==> src/rtl/pwm_capture.sv <==
// Servo PWM decoder: measures high time and rising-to-rising period in clk counts
// behind a synchronizer and glitch filter, publishing each full period with a strobe.
module pwm_capture #(
    parameter int unsigned FILT_LEN = 4,
    parameter int unsigned TIMEOUT  = 1_048_575
) (
    input  logic        clk,
    input  logic        rst_n,
    input  logic        pwm_in,
    output logic [19:0] duty_meas,
    output logic [19:0] period_meas,
    output logic        meas_valid,
    output logic        signal_lost
);

    localparam logic [19:0] TMO  = 20'(TIMEOUT);
    localparam logic [3:0]  FMAX = 4'(FILT_LEN - 1);

    typedef enum logic [1:0] {SYNC, HIGH, LOW} state_t;

    state_t      state_q, state_d;
    logic [1:0]  sync_q;
    logic        filt_q, filt_d, filt_prev_q;
    logic [3:0]  fcnt_q, fcnt_d;
    logic [1:0]  prime_q, prime_d;
    logic        arm_q, arm_d;
    logic [19:0] hi_cnt_q, hi_cnt_d, per_cnt_q, per_cnt_d, hi_hold_q, hi_hold_d;
    logic [19:0] duty_q, duty_d, period_q, period_d;
    logic        valid_q, valid_d, lost_q, lost_d;
    logic        rise, fall, per_max;
    logic        load, capture_hi, publish, tmo;

    // A mismatch run must last FILT_LEN cycles before the filtered level follows it.
    always_comb begin
        filt_d = filt_q;
        fcnt_d = '0;
        if (sync_q[1] != filt_q) begin
            if (fcnt_q == FMAX) filt_d = sync_q[1];
            else                fcnt_d = fcnt_q + 4'd1;
        end
    end

    assign rise    = filt_q & ~filt_prev_q;
    assign fall    = ~filt_q & filt_prev_q;
    assign per_max = (per_cnt_q == TMO);

    always_ff @(posedge clk or negedge rst_n) begin
        if (!rst_n) state_q <= SYNC;
        else        state_q <= state_d;
    end

    always_comb begin
        state_d = state_q;
        case (state_q)
            SYNC:    if (rise && arm_q) state_d = HIGH;
            HIGH:    if (fall) state_d = LOW;  else if (per_max) state_d = SYNC;
            LOW:     if (rise) state_d = HIGH; else if (per_max) state_d = SYNC;
            default: state_d = SYNC;
        endcase
    end

    // Edges win over a coinciding timeout.
    always_comb begin
        load       = 1'b0;
        capture_hi = 1'b0;
        publish    = 1'b0;
        tmo        = 1'b0;
        arm_d      = 1'b0;
        case (state_q)
            SYNC: begin
                load  = rise & arm_q;
                // Arm only once the line is known genuinely low, so a pulse already
                // in progress at reset release or after a timeout is never measured.
                arm_d = arm_q | fall | ((prime_q == 2'd2) & ~filt_q & ~sync_q[1]);
            end
            HIGH: begin
                capture_hi = fall;
                tmo        = ~fall & per_max;
            end
            LOW: begin
                load    = rise;
                publish = rise;
                tmo     = ~rise & per_max;
            end
            default: ;
        endcase
    end

    always_comb begin
        prime_d   = (prime_q == 2'd2) ? prime_q : prime_q + 2'd1;
        hi_hold_d = capture_hi ? hi_cnt_q : hi_hold_q;
        hi_cnt_d  = hi_cnt_q;
        per_cnt_d = per_cnt_q;
        if (load) begin
            hi_cnt_d  = 20'd1;
            per_cnt_d = 20'd1;
        end else begin
            if (state_q == HIGH && hi_cnt_q != TMO) hi_cnt_d = hi_cnt_q + 20'd1;
            if (!per_max) per_cnt_d = per_cnt_q + 20'd1;
        end
        valid_d  = publish;
        duty_d   = duty_q;
        period_d = period_q;
        lost_d   = lost_q;
        if (publish) begin
            duty_d   = hi_hold_q;
            period_d = per_cnt_q;
            lost_d   = 1'b0;
        end else if (tmo) begin
            duty_d   = '0;
            period_d = '0;
            lost_d   = 1'b1;
        end
    end

    always_ff @(posedge clk or negedge rst_n) begin
        if (!rst_n) begin
            sync_q      <= '0;
            filt_q      <= 1'b0;
            filt_prev_q <= 1'b0;
            fcnt_q      <= '0;
            prime_q     <= '0;
            arm_q       <= 1'b0;
            hi_cnt_q    <= '0;
            per_cnt_q   <= '0;
            hi_hold_q   <= '0;
            duty_q      <= '0;
            period_q    <= '0;
            valid_q     <= 1'b0;
            lost_q      <= 1'b1;
        end else begin
            sync_q      <= {sync_q[0], pwm_in};
            filt_q      <= filt_d;
            filt_prev_q <= filt_q;
            fcnt_q      <= fcnt_d;
            prime_q     <= prime_d;
            arm_q       <= arm_d;
            hi_cnt_q    <= hi_cnt_d;
            per_cnt_q   <= per_cnt_d;
            hi_hold_q   <= hi_hold_d;
            duty_q      <= duty_d;
            period_q    <= period_d;
            valid_q     <= valid_d;
            lost_q      <= lost_d;
        end
    end

    assign duty_meas   = duty_q;
    assign period_meas = period_q;
    assign meas_valid  = valid_q;
    assign signal_lost = lost_q;

endmodule

==> config.mk <==
export PLATFORM = sky130hd
export DESIGN_NAME = pwm_capture
export DESIGN_NICKNAME = d
export VERILOG_FILES = /design/src/rtl/pwm_capture.sv
export SDC_FILE = /design/constraint.sdc
export NUM_CORES = 1
export LEC_CHECK = 0
export ABC_AREA = 1
export CORE_ASPECT_RATIO = 1.5
export CORE_MARGIN = 2
export CORE_UTILIZATION = 50
export CTS_CLUSTER_SIZE = 16
export DETAILED_ROUTE_END_ITERATION = 10
export PLACE_DENSITY = 0.74
export SYNTH_ARGS = -nofsm -noshare
export SYNTH_HDL_FRONTEND = slang
export SYNTH_SLANG_ARGS = --single-unit
export TNS_END_PERCENT = 50
==> constraint.sdc <==
create_clock -name clk -period 2.1 [get_ports clk]
set_input_delay 0.21 -clock clk [delete_from_list [all_inputs] [get_ports clk]]
set_output_delay 0.21 -clock clk [all_outputs]
set_load 0.05 [all_outputs]
==> results of run 1 <==
==> registers in the layout, indices dropped and copies added (netlist names) <==
signal	flops
arm_q	1
duty_meas	20
fcnt_q	4
filt_prev_q	1
filt_q	1
hi_cnt_q	20
hi_hold_q	20
meas_valid	1
per_cnt_q	20
period_meas	20
prime_q	2
signal_lost	1
state_q	2
sync_q	2
==> cells by family after synthesis <==
| group | Yosys count | synth area share |
|---|---|---|
| buffers and inverters | 95 | 0.07406 |
| flip-flops | 115 | 0.5195 |
| AO/OA/AOI/OAI | 85 | 0.08715 |
| adder cells (fa/ha/maj) | 8 | 0.01806 |
| AND/OR/NAND/NOR | 342 | 0.2791 |
| XOR/XNOR | 14 | 0.02213 |
==> path summary, 6_finish.rpt <==
check	start	end	slack, ns	cells after the start
worst max-delay path	signal_lost	signal_lost	0.15	1
worst min-delay path	pwm_in	sync_q[0]	0.23	1
worst max register to register	hi_cnt_q[1]	hi_cnt_q[12]	0.24	9
worst min register to register	sync_q[0]	sync_q[1]	0.35	0
max in group asynchronous	rst_n	per_cnt_q[7]	0.96	3
min in group asynchronous	rst_n	period_meas[8]	0.36	2
==> layout by cell type (no fill, tap or decap), types with 3 or more instances in the layout <==
master           netlist  layout
o21ai_2                8       8
nand2_2                4       5
buf_12                 0       4
clkbuf_1              10       5
clkdlybuf4s50_1        0      43
nor3_1                18      18
nor2_4                 3       3
dfrtp_1              114     114
nor2_1                42      42
nand4_1               17      17
clkbuf_8               0       6
o21ai_1                8       8
inv_2                  5       5
o21ai_0               57      57
clkinv_2               1       3
xor2_1                11      11
nand2_1              176     175
inv_1                 66      66
a21oi_1                3       3
clkbuf_16              0      17
xnor2_1                3       3
buf_4                  0       9
nand3_1               72      72
ha_1                   8       8
==> layout make-up <==
| type | instances | area, um2 |
|---|---|---|
| Fill cell | 971 | 4164 |
| Clock inverter | 4 | 70.07 |
| Timing Repair Buffer | 57 | 588.1 |
| Inverter | 72 | 271.5 |
| Sequential cell | 115 | 2879 |
| Multi-Input combinational cell | 449 | 2255 |
| Clock buffer | 28 | 526.8 |
| Tap cell | 147 | 183.9 |
==> per-stage QoR <==
step	area (um2)	power, mW	worst slack (ns)	hold slack [ns]	cells
floorplan	5542	4.060	0.4955	-0.08559	659
global placement	6167	4.602	0.2631	0.2563	839
detailed placement	6167	4.648	0.2429	0.2697	839
CTS	6774	7.549	0.1309	0.2219	872
global route	6774	7.904	0.08443	0.2377	872
finish	6774	7.499	0.1547	0.2319	872
==> routing by layer <==
layer | share of wire | global-route usage | wire, um | vias up
met5 | 0 | 0 | 0 | -
met3 | 0.048 | 0.05467 | 633 | 26
met1 | 0.42 | 0.2817 | 5525 | 2192
li1 | - | - | - | 2268
met4 | 0.020 | 0.09060 | 263 | 0
met2 | 0.51 | 0.4015 | 6761 | 132
==> report_power, final <==
group,total (mW),switching (mW),internal (mW)
Clock,2.87,0.941,1.93
Sequential,2.74,0.234,2.51
Combinational,1.88,1.34,0.546
==> results_dict.tcl, run 1 <==
set metrics [dict create \
    yosysTopAreaCell "dfrtp_1" \
    drtIter0Drc 361 \
    cts_hold_buffers 1 \
    grt_setup_unrepaired "false" \
    post_cts_buffers 0 \
    synth_common_cells "nand2_1 (176), dfrtp_1 (114), nand3_1 (72)" \
    syn2layout_area_growth_pct 22.24 \
    worstPathCellList "clkdlybuf4s50_1" \
    status "finished, final reports clean" \
    finalSetupViolations 0 \
    yosys_most_used_dff "dfrtp_1" \
    yosys_warnings 0 \
    finalHoldViolations 0 \
    clk_latency_ns 0.41 \
    grt_pass1_vias 4519 \
    yosysMostFrequentCell "nand2_1" \
    synth.ff_latch_count 115 \
    dr.pass1.iters 5 \
    grt.total_usage 0.2321 \
    cts_buffers 17 \
    ios 45 \
    synth_area_leaders "dfrtp_1 (51%), nand2_1 (12%), nand3_1 (6.5%)" \
    start_util 0.5066 \
    totalWireLength_mm 13.18 \
    hpwl_mm 9.451 \
    drv_slew 0 \
    crit_arrival_ns 1.74 \
    die_y_um 132.9 \
    max-cap-violations 0 \
    synth-edff-count 0 \
    grt_max_degree 60 \
    wl_per_cell_um 15.12 \
    worst_pin_slew_ns 0.6192 \
    drc_errors 0 \
    htree_levels 4 \
    power.density_nw_per_um2 1107 \
    rows 47 \
    gp_congestion 0.9177 \
    synth_area_um2 5542 \
    critPathMaxStageDelay_ns 0.80 \
    port_buffers 44 \
    slew_headroom 0.5872 \
    dieArea_um2 11960 \
    vias 4618 \
    final_util 0.6193 \
    yosysSeqAreaShare 0.5195 \
    yosys.cell_types.count 35 \
    ant_nets 0 \
    async_reset_ff_frac 1.000 \
    clockBufferDepth 2 \
    synth.top_cell.area_share 0.5148 \
    vdd_ir_drop_max_v 0.0006026 \
    start_kind "flop" \
    drive_gt1_frac 0.1021 \
    coreArea_um2 10940 \
    antenna_found_initial 0 \
    grt_pass1_wl_mm 21.87 \
    die_x_um 89.96 \
    crit_fanout 2 \
    end_kind "primary output" \
    synth_nets 670 \
    timing.final.crit_share 0.9263 \
    nNetsFinal 723 \
    hp-class "in -> reg" \
    worstSetupPathType "reg -> out" \
    cts_tree "built" \
    p_leak_nw 3.152 \
    antenna_cells 0 \
    ctsRootBufferMaster "clkbuf_16" \
    cts.sinks 115 \
    critPathTopFamily "buffers and inverters" \
    required_ns 1.89 \
    worst-path-buf-inv 1 \
    fmax_mhz 514.1 \
    syn_avg_cell_area_um2 8.409 \
    tns_ns 0 \
    fin_skew_ns 0.009602 \
    postCtsResizedCells 0 \
    via_per_inst 5.296 \
    cpMaxStageDelayCell "clkdlybuf4s50_1" \
    synthCells 659 \
    grt_overflow_total 0 \
    cts.clk_slew.worst_paths_ns 0.05 \
    finalCriticalPeriod_ns 1.945 \
]
Note: power is estimated with default switching activity, not from simulation.
==> run 2, diff against run 1 <==
==> constraint.sdc (replaced) <==
create_clock -name clk -period 2.35 [get_ports clk]
set_input_delay 0.235 -clock clk [delete_from_list [all_inputs] [get_ports clk]]
set_output_delay 0.235 -clock clk [all_outputs]
set_load 0.05 [all_outputs]
==> run 2 against run 1 <==
Effect of this change: global-route usage up 0.85 points; combinational power down 9.6%; hold slack got worse by 0.019 ns; sequential power down 10%; critical path type is now reg -> reg.
==> results_dict.tcl, run 2 (synthesis gave the netlist of run 1 again) <==
set metrics [dict create \
    clk_latency_ns 0.41 \
    dieArea_um2 11960 \
    drive_gt1_frac 0.1090 \
    fmax_mhz 473.8 \
    total_power_mw 6.677 \
    ios 45 \
    cts_buffers 17 \
    hp-class "in -> async" \
    p_leak_nw 3.132 \
    critPathLaunch "per_cnt_q[0]" \
    drtIter0Drc 235 \
    fin_skew_ns 0.006193 \
    timing.final.crit_share 0.8981 \
    nNetsFinal 723 \
    drc_errors 0 \
    cts.clk_slew.worst_paths_ns 0.06 \
    antenna_cells 0 \
    slew_headroom 0.6453 \
    dr.pass1.iters 4 \
    finalSetupViolations 0 \
    pre_cts_ws_ns 0.2477 \
    wl_per_cell_um 15.36 \
    antenna_found_initial 0 \
    grt.total_usage 0.2406 \
    via_per_inst 5.333 \
    final_cell_mix "nand2_1 (175), dfrtp_1 (114), nand3_1 (72), inv_1 (66), o21ai_0 (57)" \
    hpwl_mm 9.753 \
    vdd_ir_drop_max_v 0.0005435 \
    tns_ns 0 \
    grt_setup_unrepaired "false" \
    final.setup.worst_slack_ns 0.2395 \
    gp_congestion 0.9209 \
    start_util 0.5066 \
    crit_arrival_ns 2.40 \
    worst_pin_slew_ns 0.5304 \
    syn2layout_area_growth_pct 21.61 \
    cts.sinks 115 \
    worstSetupPathType "reg -> reg" \
    finalHoldViolations 0 \
    die_x_um 89.96 \
    rows 47 \
    layout_commonest_cell "nand2_1" \
    cts_tree "built" \
    status "finished, final reports clean" \
    drv_slew 0 \
    required_ns 2.64 \
    clockBufferDepth 2 \
    ant_nets 0 \
    end_kind "flop" \
    reg2reg_slack_ns 0.24 \
    dpl.cell_count 839 \
    die_y_um 132.9 \
    finalCriticalPeriod_ns 2.110 \
    grt_overflow_total 0 \
    r2r-start "per_cnt_q[0]" \
    grt_max_degree 56 \
    port_buffers 44 \
    cts_hold_buffers 1 \
    grt_pass1_wl_mm 22.90 \
    htree_levels 4 \
    totalWireLength_mm 13.40 \
    grt_pass1_vias 4789 \
    ctsRootBufferMaster "clkbuf_16" \
    instances_no_fill 872 \
    coreArea_um2 10940 \
    postCtsResizedCells 0 \
    post_cts_buffers 0 \
    max-cap-violations 0 \
    hold_ws_ns 0.2125 \
    start_kind "flop" \
    power.density_nw_per_um2 990.8 \
    vias 4650 \
    crit_fanout 41 \
]
==> run 2: changes by cell type in the layout (fill, tap and decap cells not counted) <==
cell	change
clkbuf_1	-5
clkbuf_8	-4
clkinv_2	+3
clkinvlp_4	+3
buf_12	-2
buf_4	+2
clkinv_4	+2
inv_6	+1
==> run 2: power breakdown <==
group / switching (mW) / internal [mW] / total, mW
Sequential: 0.220 / 2.24 / 2.46
Combinational: 1.20 / 0.494 / 1.70
Clock: 0.911 / 1.61 / 2.52
==> run 2: final cells by class <==
cell class              instances  area [um2]
clock buffers                  19       452.9
flip-flops and latches        115        2879
well taps                     147       183.9
clock inverters                13       133.9
repair buffers                 57       563.0
multi-input cells             449        2255
inverters                      72       271.5
fillers                       998        4199
==> run 2: worst max-delay path, stage by stage, from the launching register on <==
cell and delay, ns:
dfrtp_1 0.43, ha_1 0.30, nand3_1 0.12, nor2_2 0.21, nand3_4 0.13, clkinv_2 0.10, nand3_4 0.36, nand3_1 0.23
nand2_1 0.08
==> run 2: layer usage <==
metal / up-vias / GRT usage / share of wire
met1: 2224 / 0.2734 / 0.41
met4: 0 / 0.1308 / 0.042
li1: 2264 / - / -
met2: 121 / 0.4221 / 0.52
met5: - / 0 / 0
met3: 41 / 0.05182 / 0.035
==> run 2: stage by stage <==
| stage | util | area [um2] |
|---|---|---|
| 2_1_floorplan | - | 5542 |
| 3_3_place_gp | 0.5615 | 6142 |
| 3_5_place_dp | 0.5615 | 6142 |
| 4_1_cts | 0.6161 | 6739 |
| 5_1_grt | 0.6161 | 6739 |
| 6_report | 0.6161 | 6739 |
==> run 2: final timing paths <==
check / end / cells after the start
worst max-delay path: duty_meas[0] / 8
worst min-delay path: period_meas[10] / 2
worst max register to register: duty_meas[0] / 8
worst min register to register: sync_q[1] / 0
max in group asynchronous: signal_lost / 3
min in group clk: sync_q[0] / 1
==> run 3, diff against run 2 <==
--- a/config.mk
+++ b/config.mk
@@ -6,12 +6,15 @@
 export NUM_CORES = 1
 export LEC_CHECK = 0
 export ABC_AREA = 1
+export CELL_PAD_IN_SITES_DETAIL_PLACEMENT = 1
+export CELL_PAD_IN_SITES_GLOBAL_PLACEMENT = 2
 export CORE_ASPECT_RATIO = 1.5
 export CORE_MARGIN = 2
-export CORE_UTILIZATION = 50
+export CORE_UTILIZATION = 38
 export CTS_CLUSTER_SIZE = 16
 export DETAILED_ROUTE_END_ITERATION = 10
-export PLACE_DENSITY = 0.74
+export PLACE_DENSITY = 0.88
+export SLEW_MARGIN = 15
 export SYNTH_ARGS = -nofsm -noshare
 export SYNTH_HDL_FRONTEND = slang
 export SYNTH_SLANG_ARGS = --single-unit
==> run 3 against run 2 <==
Effect of this change: critical path depth increased by 1; largest cell class unchanged; cell area increased by 1.9%; first-iteration DRC count decreased by 25%; combinational power increased by 4%; clock power increased by 8%; via count increased by 2.2%; count of clock-buffer cells in the layout increased by 4; flip-flop and latch count unchanged; sequential share of layout area decreased by 0.79 points; register-to-register slack improved by 0.08 ns; core utilization decreased by 14 points.
==> results_dict.tcl, run 3 (synthesis gave the netlist of run 1 again) <==
set metrics [dict create \
    status "finished, final reports clean" \
    p_int_mw 4.537 \
    nNetsFinal 725 \
    antenna_cells 0 \
    hp-class "in -> reg" \
    p_sw_frac 0.3457 \
    port_buffers 44 \
    ctsRootBufferMaster "clkbuf_16" \
    cpMaxStageDelayCell "dfrtp_1" \
    pre_cts_ws_ns 0.3514 \
    worstPathCellList "ha_1 > nand3_1 > nor2_2 > nand3_4 > clkinv_2 > nand3_4 > buf_12 > nand3_1 > o21ai_1" \
    grt_pass1_vias 5239 \
    cts_hold_buffers 1 \
    grt_pass1_wl_mm 27.08 \
    vdd_ir_drop_max_v 0.0003446 \
    nFillCells 1762 \
    cts.sinks 115 \
    drc_errors 0 \
    crit_fanout 30 \
    finalSetupViolations 0 \
    die_y_um 151.9 \
    start_kind "flop" \
    vias 4752 \
    timing.final.crit_share 0.8631 \
    clk_latency_ns 0.42 \
    grt_setup_unrepaired "false" \
    worstSetupPathType "reg -> reg" \
    cts.clk_slew.worst_paths_ns 0.06 \
    syn2layout_area_growth_pct 23.89 \
    drive_gt1_frac 0.1100 \
    wl_per_cell_um 17.43 \
    grt_max_degree 49 \
    final.setup.worst_slack_ns 0.3217 \
    worst_pin_slew_ns 0.6117 \
    via_per_inst 5.148 \
    holdPathStages 1 \
    finalHoldViolations 0 \
    tns_ns 0 \
    p_switching_mw 2.397 \
    min_from "pwm_in" \
    rows 54 \
    drv_slew 0 \
    cts_tree "built" \
    critPathMaxStageDelay_ns 0.44 \
    ios 45 \
    coreArea_um2 14390 \
    totalWireLength_mm 16.09 \
    fin_skew_ns 0.01031 \
    clkPwrFrac 0.392 \
    layout_commonest_cell "nand2_1" \
    grt.total_usage 0.2270 \
    required_ns 2.63 \
    drtIter0Drc 176 \
    slew_headroom 0.5912 \
    total_power_mw 6.934 \
    dr.pass1.iters 4 \
    r2r-start "per_cnt_q[0]" \
    combPwrFrac 0.253 \
    reg2reg_slack_ns 0.32 \
    antenna_found_initial 0 \
    end_kind "flop" \
    dieArea_um2 15580 \
    clockBufferDepth 2 \
    start_util 0.3851 \
    post_cts_buffers 0 \
    worst_hold_path.endpoint "sync_q[0]" \
    hpwl_mm 11.74 \
    die_x_um 102.6 \
    finalCriticalPeriod_ns 2.028 \
    max-cap-violations 0 \
    grt_overflow_total 0 \
    ant_nets 0 \
    crit_arrival_ns 2.31 \
    cts_buffers 17 \
    r2r_end "period_meas[18]" \
    power.density_nw_per_um2 1010 \
    seq_power_share 0.355 \
    rr_worst_depth 9 \
    gp_congestion 0.8931 \
    postCtsResizedCells 0 \
    fmax_mhz 493.0 \
    worst-path-buf-inv 2 \
    p_leak_nw 3.170 \
    hold_ws_ns 0.2538 \
    critPathTopFamily "simple AND/OR/NAND/NOR gates" \
    htree_levels 4 \
    final_cell_mix "nand2_1 (175), dfrtp_1 (114), nand3_1 (72), inv_1 (66), o21ai_0 (57)" \
]
==> run 3: area by class of cell <==
type	count	area, um2	area share
clock inverter	9	126.4	0.01841
sequential	115	2879	0.4194
multi-input combinational	449	2255	0.3284
timing repair buffer	59	590.6	0.08602
clock buffer	23	498.0	0.07254
tap	196	245.2	0.03572
inverter	72	271.5	0.03955
==> run 3: worst max-delay path by stage <==
stage	startpoint	end	slack, ns	depth (start not counted)
2_1_floorplan	per_cnt_q[0]	period_meas[0]	0.75	9
3_3_place_gp	state_q[0]	per_cnt_q[6]	0.43	8
3_5_place_dp	per_cnt_q[0]	period_meas[16]	0.35	9
4_1_cts	per_cnt_q[0]	period_meas[16]	0.33	9
5_1_grt	per_cnt_q[0]	period_meas[18]	0.15	9
6_report	per_cnt_q[0]	period_meas[18]	0.32	9
==> run 3: power by group through the flow <==
stage | Clock [mW] | Sequential, mW | Combinational (mW)
floorplan | 0 | 2.65 | 0.977
global placement | 0 | 2.47 | 1.71
detailed placement | 0 | 2.49 | 1.75
CTS | 2.76 | 2.46 | 1.79
global route | 2.84 | 2.50 | 1.94
finish | 2.71 | 2.46 | 1.76
==> run 3: worst reg2reg max path, cell delays in order (launching register included) <==
cell	delay [ns]
dfrtp_1	0.44
ha_1	0.30
nand3_1	0.13
nor2_2	0.23
nand3_4	0.14
clkinv_2	0.10
nand3_4	0.16
buf_12	0.23
nand3_1	0.09
o21ai_1	0.07
==> run 3: layer usage <==
metal / wire length, um / GRT usage
met2: 9217 / 0.4276
met4: 482 / 0.09143
met5: 0 / 0
met3: 388 / 0.04324
met1: 5997 / 0.2379
==> run 3: through the flow <==
step / cells / instance area [um2] / util
final: 923 / 6865 / 0.4770
after global routing: 923 / 6865 / 0.4770
after CTS: 923 / 6865 / 0.4770
after detailed placement: 890 / 6231 / 0.4330
after global placement: 890 / 6231 / 0.4330
after floorplan: 659 / 5542 / -
